$ cat src/rtl/nvram_arbiter_if.sv
// CPU and HPS ioctl signal bundle for the NVRAM arbiter.
// The slave modport is the arbiter side; the master modport is the core/hps_io side.
interface nvram_arbiter_if;
  logic        cpu_cs;
  logic        cpu_we;
  logic [7:0]  cpu_addr;
  logic [7:0]  cpu_din;
  logic [7:0]  cpu_dout;
  logic        cpu_hold;

  logic        ioctl_download;
  logic        ioctl_upload;
  logic [7:0]  ioctl_index;
  logic [24:0] ioctl_addr;
  logic        ioctl_wr;
  logic        ioctl_rd;
  logic [7:0]  ioctl_dout;
  logic [7:0]  ioctl_din;
  logic        ioctl_wait;

  modport slave (
    input  cpu_cs, cpu_we, cpu_addr, cpu_din,
    output cpu_dout, cpu_hold,
    input  ioctl_download, ioctl_upload, ioctl_index, ioctl_addr,
    input  ioctl_wr, ioctl_rd, ioctl_dout,
    output ioctl_din, ioctl_wait
  );

  modport master (
    output cpu_cs, cpu_we, cpu_addr, cpu_din,
    input  cpu_dout, cpu_hold,
    output ioctl_download, ioctl_upload, ioctl_index, ioctl_addr,
    output ioctl_wr, ioctl_rd, ioctl_dout,
    input  ioctl_din, ioctl_wait
  );
endinterface

$ cat src/rtl/nvram_arbiter.sv
// Shares the single-port 256x8 NVRAM between the game CPU and the HPS ioctl
// channel: fills on reset, stalls the CPU during save/restore, tracks unsaved writes.
module nvram_arbiter #(
  parameter logic [7:0] INDEX    = 8'd4,
  parameter logic [7:0] INIT_VAL = 8'hFF
) (
  input  logic                clk,
  input  logic                reset_n,
  nvram_arbiter_if.slave      bus,
  output logic [7:0]          ram_addr,
  output logic                ram_we,
  output logic [7:0]          ram_wdata,
  input  logic [7:0]          ram_rdata,
  output logic                dirty
);

  typedef enum logic [2:0] {
    S_INIT,
    S_CPU,
    S_DL,
    S_UL_IDLE,
    S_UL_READ
  } state_t;

  state_t      state_q;
  logic [7:0]  fill_q;
  logic        hold_q;
  logic        wait_q;
  logic [7:0]  din_q;
  logic        oor_q;
  logic        dirty_q;

  logic        dl_req;
  logic        ul_req;
  logic        addr_oor;
  logic        cpu_wr;

  assign dl_req   = bus.ioctl_download && (bus.ioctl_index == INDEX);
  assign ul_req   = bus.ioctl_upload   && (bus.ioctl_index == INDEX);
  assign addr_oor = (bus.ioctl_addr[24:8] != '0);
  assign cpu_wr   = bus.cpu_cs && bus.cpu_we;

  assign bus.cpu_dout   = ram_rdata;
  assign bus.cpu_hold   = hold_q;
  assign bus.ioctl_wait = wait_q;
  assign bus.ioctl_din  = din_q;
  assign dirty          = dirty_q;

  // RAM port steering; the CPU path must be same-cycle, so this stays combinational.
  always_comb begin
    ram_addr  = '0;
    ram_we    = 1'b0;
    ram_wdata = '0;
    unique case (state_q)
      S_INIT: begin
        ram_addr  = fill_q;
        // Fill strobe is held off while reset is asserted.
        ram_we    = reset_n;
        ram_wdata = INIT_VAL;
      end
      S_CPU: begin
        ram_addr  = bus.cpu_addr;
        ram_we    = cpu_wr;
        ram_wdata = bus.cpu_din;
      end
      S_DL: begin
        ram_addr  = bus.ioctl_addr[7:0];
        ram_we    = bus.ioctl_wr && !addr_oor;
        ram_wdata = bus.ioctl_dout;
      end
      S_UL_IDLE, S_UL_READ: begin
        ram_addr  = bus.ioctl_addr[7:0];
      end
      default: begin
        ram_addr  = '0;
      end
    endcase
  end

  always_ff @(posedge clk or negedge reset_n) begin
    if (!reset_n) begin
      state_q <= S_INIT;
      fill_q  <= '0;
      hold_q  <= 1'b1;
      wait_q  <= 1'b0;
      din_q   <= '0;
      oor_q   <= 1'b0;
      dirty_q <= 1'b0;
    end else begin
      unique case (state_q)
        S_INIT: begin
          fill_q <= fill_q + 8'd1;
          if (fill_q == 8'hFF) begin
            state_q <= S_CPU;
            hold_q  <= 1'b0;
          end
        end
        S_CPU: begin
          if (cpu_wr) begin
            dirty_q <= 1'b1;
          end
          // The CPU access in the request cycle still completes above.
          if (dl_req) begin
            state_q <= S_DL;
            hold_q  <= 1'b1;
          end else if (ul_req) begin
            state_q <= S_UL_IDLE;
            hold_q  <= 1'b1;
          end
        end
        S_DL: begin
          if (!dl_req) begin
            state_q <= S_CPU;
            hold_q  <= 1'b0;
            dirty_q <= 1'b0;
          end
        end
        S_UL_IDLE: begin
          if (bus.ioctl_rd) begin
            state_q <= S_UL_READ;
            wait_q  <= 1'b1;
            oor_q   <= addr_oor;
          end else if (!ul_req) begin
            state_q <= S_CPU;
            hold_q  <= 1'b0;
            dirty_q <= 1'b0;
          end
        end
        S_UL_READ: begin
          din_q   <= oor_q ? INIT_VAL : ram_rdata;
          wait_q  <= 1'b0;
          state_q <= S_UL_IDLE;
        end
        default: begin
          state_q <= S_INIT;
          fill_q  <= '0;
          hold_q  <= 1'b1;
        end
      endcase
    end
  end

endmodule
$ cat src/flat_wrapper.sv
// flat-port wrapper written by rule: the top's interface ports become plain ports
module nvram_arbiter_flat 
#(
  parameter logic [7:0] INDEX    = 8'd4,
  parameter logic [7:0] INIT_VAL = 8'hFF
)
  (clk, reset_n, ram_addr, ram_we, ram_wdata, ram_rdata, dirty, bus_cpu_cs, bus_cpu_we, bus_cpu_addr, bus_cpu_din, bus_cpu_dout, bus_cpu_hold, bus_ioctl_download, bus_ioctl_upload, bus_ioctl_index, bus_ioctl_addr, bus_ioctl_wr, bus_ioctl_rd, bus_ioctl_dout, bus_ioctl_din, bus_ioctl_wait);
  nvram_arbiter_if bus_i ();
  input  logic clk;
  input  logic reset_n;
  output logic [7:0] ram_addr;
  output logic ram_we;
  output logic [7:0] ram_wdata;
  input  logic [7:0] ram_rdata;
  output logic dirty;
  input wire logic [$bits(bus_i.cpu_cs)-1:0] bus_cpu_cs;
  input wire logic [$bits(bus_i.cpu_we)-1:0] bus_cpu_we;
  input wire logic [$bits(bus_i.cpu_addr)-1:0] bus_cpu_addr;
  input wire logic [$bits(bus_i.cpu_din)-1:0] bus_cpu_din;
  output wire logic [$bits(bus_i.cpu_dout)-1:0] bus_cpu_dout;
  output wire logic [$bits(bus_i.cpu_hold)-1:0] bus_cpu_hold;
  input wire logic [$bits(bus_i.ioctl_download)-1:0] bus_ioctl_download;
  input wire logic [$bits(bus_i.ioctl_upload)-1:0] bus_ioctl_upload;
  input wire logic [$bits(bus_i.ioctl_index)-1:0] bus_ioctl_index;
  input wire logic [$bits(bus_i.ioctl_addr)-1:0] bus_ioctl_addr;
  input wire logic [$bits(bus_i.ioctl_wr)-1:0] bus_ioctl_wr;
  input wire logic [$bits(bus_i.ioctl_rd)-1:0] bus_ioctl_rd;
  input wire logic [$bits(bus_i.ioctl_dout)-1:0] bus_ioctl_dout;
  output wire logic [$bits(bus_i.ioctl_din)-1:0] bus_ioctl_din;
  output wire logic [$bits(bus_i.ioctl_wait)-1:0] bus_ioctl_wait;
  assign bus_i.cpu_cs = bus_cpu_cs;
  assign bus_i.cpu_we = bus_cpu_we;
  assign bus_i.cpu_addr = bus_cpu_addr;
  assign bus_i.cpu_din = bus_cpu_din;
  assign bus_cpu_dout = bus_i.cpu_dout;
  assign bus_cpu_hold = bus_i.cpu_hold;
  assign bus_i.ioctl_download = bus_ioctl_download;
  assign bus_i.ioctl_upload = bus_ioctl_upload;
  assign bus_i.ioctl_index = bus_ioctl_index;
  assign bus_i.ioctl_addr = bus_ioctl_addr;
  assign bus_i.ioctl_wr = bus_ioctl_wr;
  assign bus_i.ioctl_rd = bus_ioctl_rd;
  assign bus_i.ioctl_dout = bus_ioctl_dout;
  assign bus_ioctl_din = bus_i.ioctl_din;
  assign bus_ioctl_wait = bus_i.ioctl_wait;
  nvram_arbiter #(.INDEX(INDEX), .INIT_VAL(INIT_VAL)) u_core (.clk(clk), .reset_n(reset_n), .bus(bus_i), .ram_addr(ram_addr), .ram_we(ram_we), .ram_wdata(ram_wdata), .ram_rdata(ram_rdata), .dirty(dirty));
endmodule
$ cat config.mk
export PLATFORM = sky130hd
export DESIGN_NAME = nvram_arbiter_flat
export DESIGN_NICKNAME = d
export VERILOG_FILES = /design/src/rtl/nvram_arbiter_if.sv /design/src/rtl/nvram_arbiter.sv /design/src/flat_wrapper.sv
export SDC_FILE = /design/constraint.sdc
export NUM_CORES = 1
export LEC_CHECK = 0
export ABC_AREA = 1
export CAP_MARGIN = 20
export CORE_UTILIZATION = 39
export CTS_BUF_LIST = sky130_fd_sc_hd__clkbuf_4
export CTS_CLUSTER_DIAMETER = 60
export DETAILED_ROUTE_END_ITERATION = 12
export HOLD_SLACK_MARGIN = 0.06
export PLACE_DENSITY = 0.89
export SLEW_MARGIN = 40
export SYNTH_ARGS = -nofsm -noshare
export SYNTH_HDL_FRONTEND = slang
export SYNTH_SLANG_ARGS = --single-unit
$ cat constraint.sdc
create_clock -name clk -period 3.1 [get_ports clk]
set_clock_uncertainty 0.15 [all_clocks]
set_input_delay 0.62 -clock clk [delete_from_list [all_inputs] [get_ports clk]]
set_output_delay 0.62 -clock clk [all_outputs]
set_load 0.02 [all_outputs]
==> reports/metrics.yaml, run 1 <==
status: "completed"
avgViaCountPerCell: 4.95
grtUsageTotal: 0.214
n_antenna_cell: 0
netlist_area_um2: 1580
cts_tree: "done"
holdPathEnd: "u_core.bus.cpu_hold$_DFFE_PN1P_"
cts_buffers: 3
ys_seq_area_frac: 0.365
crit_slowest_cell: "clkdlybuf4s50_1"
timing.final.crit_share: 0.975
start_util: 0.419
holdPathStages: 2
cts_root_buf: "clkbuf_4"
path_cells: "nor2_1 -> inv_1 -> nor2_4 -> inv_1 -> o211ai_1 -> clkdlybuf4s50_1"
die_w_um: 65.7
gr-total-overflow: 0
fin_crit_ps: 3020
core-area_um2: 3770
dp_slack_ps: -144
dp_hpwl_mm: 3.68
r2r_slack_ps: 1300
power.density_nw_per_um2: 217
crit_required_ps: 2330
io_pins: 109
grt_pass1_wl_mm: 7.18
dieArea_um2: 4310
worstHoldStart: "u_core.bus.cpu_hold$_DFFE_PN1P_"
critPathMaxFanout: 7
clk_pin_slew_ps: 130
port_buffers: 108
hold_class: "reg2reg"
syn_inst: 231
endpoint_kind: "output port"
route.detailed.drc: 0
start_kind: "flip-flop"
rr_endpoint: "u_core.fill_q[2]$_DFFE_PN0N_"
vias: 1891
syn-mean-instance-area_um2: 6.85
rr_worst_depth: 8
critical_path.max_stage_delay_ps: 640
syn2layout_area_growth_pct: 70.2
tightest_slew_ps: 308
dieHeight_um: 65.7
ys_seq_elements: 23
critPathBufInv: 3
synth_cell_types: 29
critical_path_class: "reg2out"
peakVddDrop_uv: 242
maxCapViolCount: 0
htree_levels: 1
hold_viol_final: 0
first_iter_violations: 94
report.final.slew_viol_count: 0
crit_top_cell: "inv_1"
slew_headroom: 0.794
wirelength_mm: 4.55
cp_top_family: "buffers and inverters"
setup-tns-final_ps: 0
drtAntennaViolNets: 0
rows: 22
clock_latency_ps: 310
worst_slack_ps: 77.7
power_leakage_nw: 1.24
drive_gt1_frac: 0.0629
nets: 409
grt_max_degree: 24
clock_sinks: 23
setup_viol: 0
dr.pass1.iters: 4
max-clock-path-buffers: 2
antenna_found_initial: 0
grt_pass1_vias: 1792
syn_nets: 305
fillCellCount: 310
grt_setup_unrepaired: "no"
cp_data_arrival_time_ps: 2250
wl_per_cell_um: 11.9
reg2reg_from: "u_core.state_q[0]$_DFFE_PN0P_"
yosys_warnings: 0
gp_congestion: 0.909
fmax_mhz: 331
worst max-delay path by stage:
stage,from,endpoint,slack (ps),depth (start not counted)
2_1_floorplan,bus_ioctl_addr[15],ram_we,620,4
3_3_place_gp,bus_ioctl_addr[15],ram_we,-70,6
3_5_place_dp,bus_ioctl_addr[15],ram_we,-140,6
4_1_cts,u_core.state_q[0]$_DFFE_PN0P_,ram_addr[5],80,6
5_1_grt,u_core.state_q[0]$_DFFE_PN0P_,ram_addr[5],4,6
6_report,u_core.state_q[0]$_DFFE_PN0P_,ram_addr[5],80,6
cell usage in the layout, fill, tap and decap left out, types with 6 or more instances in the layout:
cell,n
inv_1,27
a221o_1,8
clkdlybuf4s50_1,107
a21oi_1,7
nand3_1,9
dfrtp_1,22
o21ai_0,17
nand2_1,63
nor2_1,33
o211ai_1,6
Yosys cell counts, drive strengths merged:
master	number	area [µm²]
nand2	64	240
nor2	36	148
inv	30	113
dfrtp	22	551
o21ai	18	90.1
buf	14	100
nand3	11	65.1
a221o	8	80.1
a21oi	7	35.0
o211ai	6	45.0
nor3	4	20.0
or2	2	12.5
a22oi	1	7.51
a31oi	1	6.26
and3	1	6.26
clkinv	1	3.75
dfstp	1	26.3
ha	1	12.5
nand4	1	6.26
nor4	1	6.26
o21bai	1	7.51
stage by stage:
step	std cells	utilization	power, W	hold WS, ps	instance area, µm²
CTS	382	0.713	0.000587	323	2690
global placement	378	0.705	0.000440	303	2660
floorplan	231	-	0.000335	174	1580
finish	382	0.714	0.000583	322	2690
detailed placement	378	0.705	0.000442	305	2660
global route	382	0.714	0.000613	361	2690
flip-flops by register name, summed over array words and instances, names as in the netlist:
signal / flops
u_core.bus.ioctl_din: 8
u_core.fill_q: 8
u_core.state_q: 3
u_core.bus.cpu_hold: 1
u_core.bus.ioctl_wait: 1
u_core.dirty: 1
u_core.oor_q: 1
layer usage:
layer | vias to the layer above | GRT usage | part of all wire
li1 | 948 | - | -
met1 | 840 | 0.214 | 0.40
met2 | 93 | 0.408 | 0.47
met3 | 10 | 0.0642 | 0.12
met4 | 0 | 0.0734 | 0.016
met5 | - | 0 | 0
kinds of logic (layout without fill, tap and decap cells):
logic type / after synthesis / after routing / synth area share
AO/OA/AOI/OAI: 42 / 42 / 0.172
flip-flops: 23 / 23 / 0.365
AND/OR/NAND/NOR: 120 / 120 / 0.319
buffers and inverters: 45 / 148 / 0.137
adder cells (fa/ha/maj): 1 / 1 / 0.00791
power by group:
group	total (W)	internal [W]	switching, W	leakage, nW
clock	0.000148	0.0000590	0.0000892	0.0184
sequential	0.000301	0.000301	0.000000338	0.255
combinational	0.000134	0.0000953	0.0000387	0.967
total	0.000583	0.000455	0.000128	1.24
worst reg2reg max path: cells and delay by family, from the launching register on:
family                 cells  cell delay [ps]
buffers and inverters      2              330
flip-flops                 1              440
AND/OR/NAND/NOR            6              810
final cells by class:
class | instances | area, µm² | area share
clock buffers | 4 | 30.0 | 0.0112
flip-flops and latches | 23 | 577 | 0.214
well taps | 48 | 60.1 | 0.0223
multi-input cells | 163 | 791 | 0.294
inverters | 31 | 116 | 0.0432
repair buffers | 113 | 1120 | 0.415
what timing repair did:
item                                    CTS  global route
endpoints found under the setup margin    1             1
hold buffers                              0             0
pin swaps                                 0             0
setup buffers                             0             0
gates resized for setup                   1             1
Note: power is estimated with default switching activity, not from simulation.
==> inputs of run 2 (changes only) <==
CORE_UTILIZATION = 45   (was 39)
DONT_BUFFER_PORTS = 1   (was unset)
PLACE_DENSITY = 0.61   (was 0.89)
==> reports/metrics.yaml, run 2 (synthesis gave the netlist of run 1 again) <==
status: "completed"
multi_input_area_um2: 788
critical_path.max_stage_delay_ps: 470
start_kind: "flip-flop"
gr-total-overflow: 0
grtUsageMet1: 0.234
dr.pass1.iters: 4
reg2reg_from: "u_core.state_q[0]$_DFFE_PN0P_"
post_cts_buffers: 0
grt_setup_unrepaired: "no"
drtAntennaViolNets: 0
fin_crit_ps: 2780
crit_top_cell: "inv_1"
power_w: 0.000462
dp_hpwl_mm: 2.68
dieArea_um2: 3760
io_pins: 109
peakVddDrop_uv: 181
core-area_um2: 3360
grtUsageMet2: 0.329
setup_viol: 0
nets: 300
crit_slowest_cell: "o211ai_1"
rr_worst_depth: 9
htree_levels: 1
cts_root_buf: "clkbuf_4"
top_usage_layer: "met2"
route.detailed.drc: 0
report.final.slew_viol_count: 0
power.density_nw_per_um2: 290
syn2layout_area_growth_pct: 0.791
path_cells: "nor2_1 -> inv_1 -> nor2_4 -> inv_1 -> o211ai_1"
port_buffers: 0
n_antenna_cell: 0
rows: 21
avgViaCountPerCell: 5.34
timing.final.crit_share: 0.896
grt_pass1_wl_mm: 5.19
gp_congestion: 0.899
mostFrequentLayoutCells: "nand2_1, nor2_1, inv_1"
endpoint_kind: "output port"
utilization: 0.474
grtUsageTotal: 0.186
fmax_mhz: 360
grt_pass1_vias: 1248
start_util: 0.470
max-clock-path-buffers: 2
dieHeight_um: 61.3
clock_sinks: 23
clock_latency_ps: 310
critPathMaxFanout: 16
antenna_found_initial: 0
maxCapViolCount: 0
cts_tree: "done"
worst_slack_ps: 321
drive_gt1_frac: 0.0844
slew_headroom: 0.660
cp_data_arrival_time_ps: 2010
wl_per_cell_um: 13.0
final_common_cell: "nand2_1"
power_leakage_nw: 0.805
first_iter_violations: 57
crit_path_start: "u_core.state_q[0]$_DFFE_PN0P_"
hold_class: "in2async"
ff_latch_area_um2: 577
vias: 1446
use_met3: 0.0315
crit_required_ps: 2330
hold_viol_final: 0
die_w_um: 61.3
critical_path_class: "reg2out"
setup-tns-final_ps: 0
dp_slack_ps: 649
wirelength_mm: 3.51
fillCellCount: 368
clk_pin_slew_ps: 140
tightest_slew_ps: 510
grt_max_degree: 24
cts_buffers: 3
==> run 2: changes by cell type in the layout (fill, tap and decap cells not counted), sizes merged <==
cell / change
clkdlybuf4s50: -107
buf: -1
clkinv: +1
clkbuf: -1
dlygate4sd2: -1
==> run 2: worst max-delay path, delay by kind of cell, from the launching register on <==
family                 cells  cell delay (ps)
buffers and inverters      2              300
flip-flops                 1              440
AND/OR/NAND/NOR            2              500
AO/OA/AOI/OAI              1              470
==> run 2: metal layers <==
layer	part of all wire	vias to the layer above	wire, µm
li1	-	726	-
met2	0.49	74	1720
met1	0.44	644	1530
met4	0.0054	0	19
met5	0	-	0
met3	0.069	2	241
==> run 2: layout make-up <==
type,count,area share
well taps,46,0.0361
clock inverters,1,0.00314
flip-flops and latches,23,0.362
clock buffers,3,0.0141
inverters,31,0.0730
repair buffers,4,0.0173
multi-input cells,163,0.495
==> run 2: stage by stage <==
stage	instance area (µm²)	std cells	hold WS (ps)
finish	1590	271	103
global route	1590	271	144
CTS	1600	271	312
detailed placement	1560	266	175
global placement	1560	266	175
floorplan	1580	231	174
==> run 2: final timing paths <==
kind,to,slack [ps]
min in group clk,u_core.bus.ioctl_din[5]$_DFFE_PN0P_,320
min reg2reg,u_core.fill_q[7]$_DFFE_PN0N_,350
max in group asynchronous,u_core.bus.cpu_hold$_DFFE_PN1P_,2340
min,u_core.fill_q[0]$_DFFE_PN0N_,100
max,ram_addr[5],320
max reg2reg,u_core.bus.cpu_hold$_DFFE_PN1P_,1370
==> run 2: power by group <==
group | switching [W] | internal (W) | total [W]
combinational | 0.0000128 | 0.00000734 | 0.0000202
clock | 0.0000918 | 0.0000481 | 0.000140
sequential | 0.00000126 | 0.000301 | 0.000302
total | 0.000106 | 0.000356 | 0.000462
==> run 2: repair_timing <==
action | in CTS | in global routing
resized for setup | 0 | 0
hold endpoints to repair | 23 | 0
hold buffers | 1 | 0
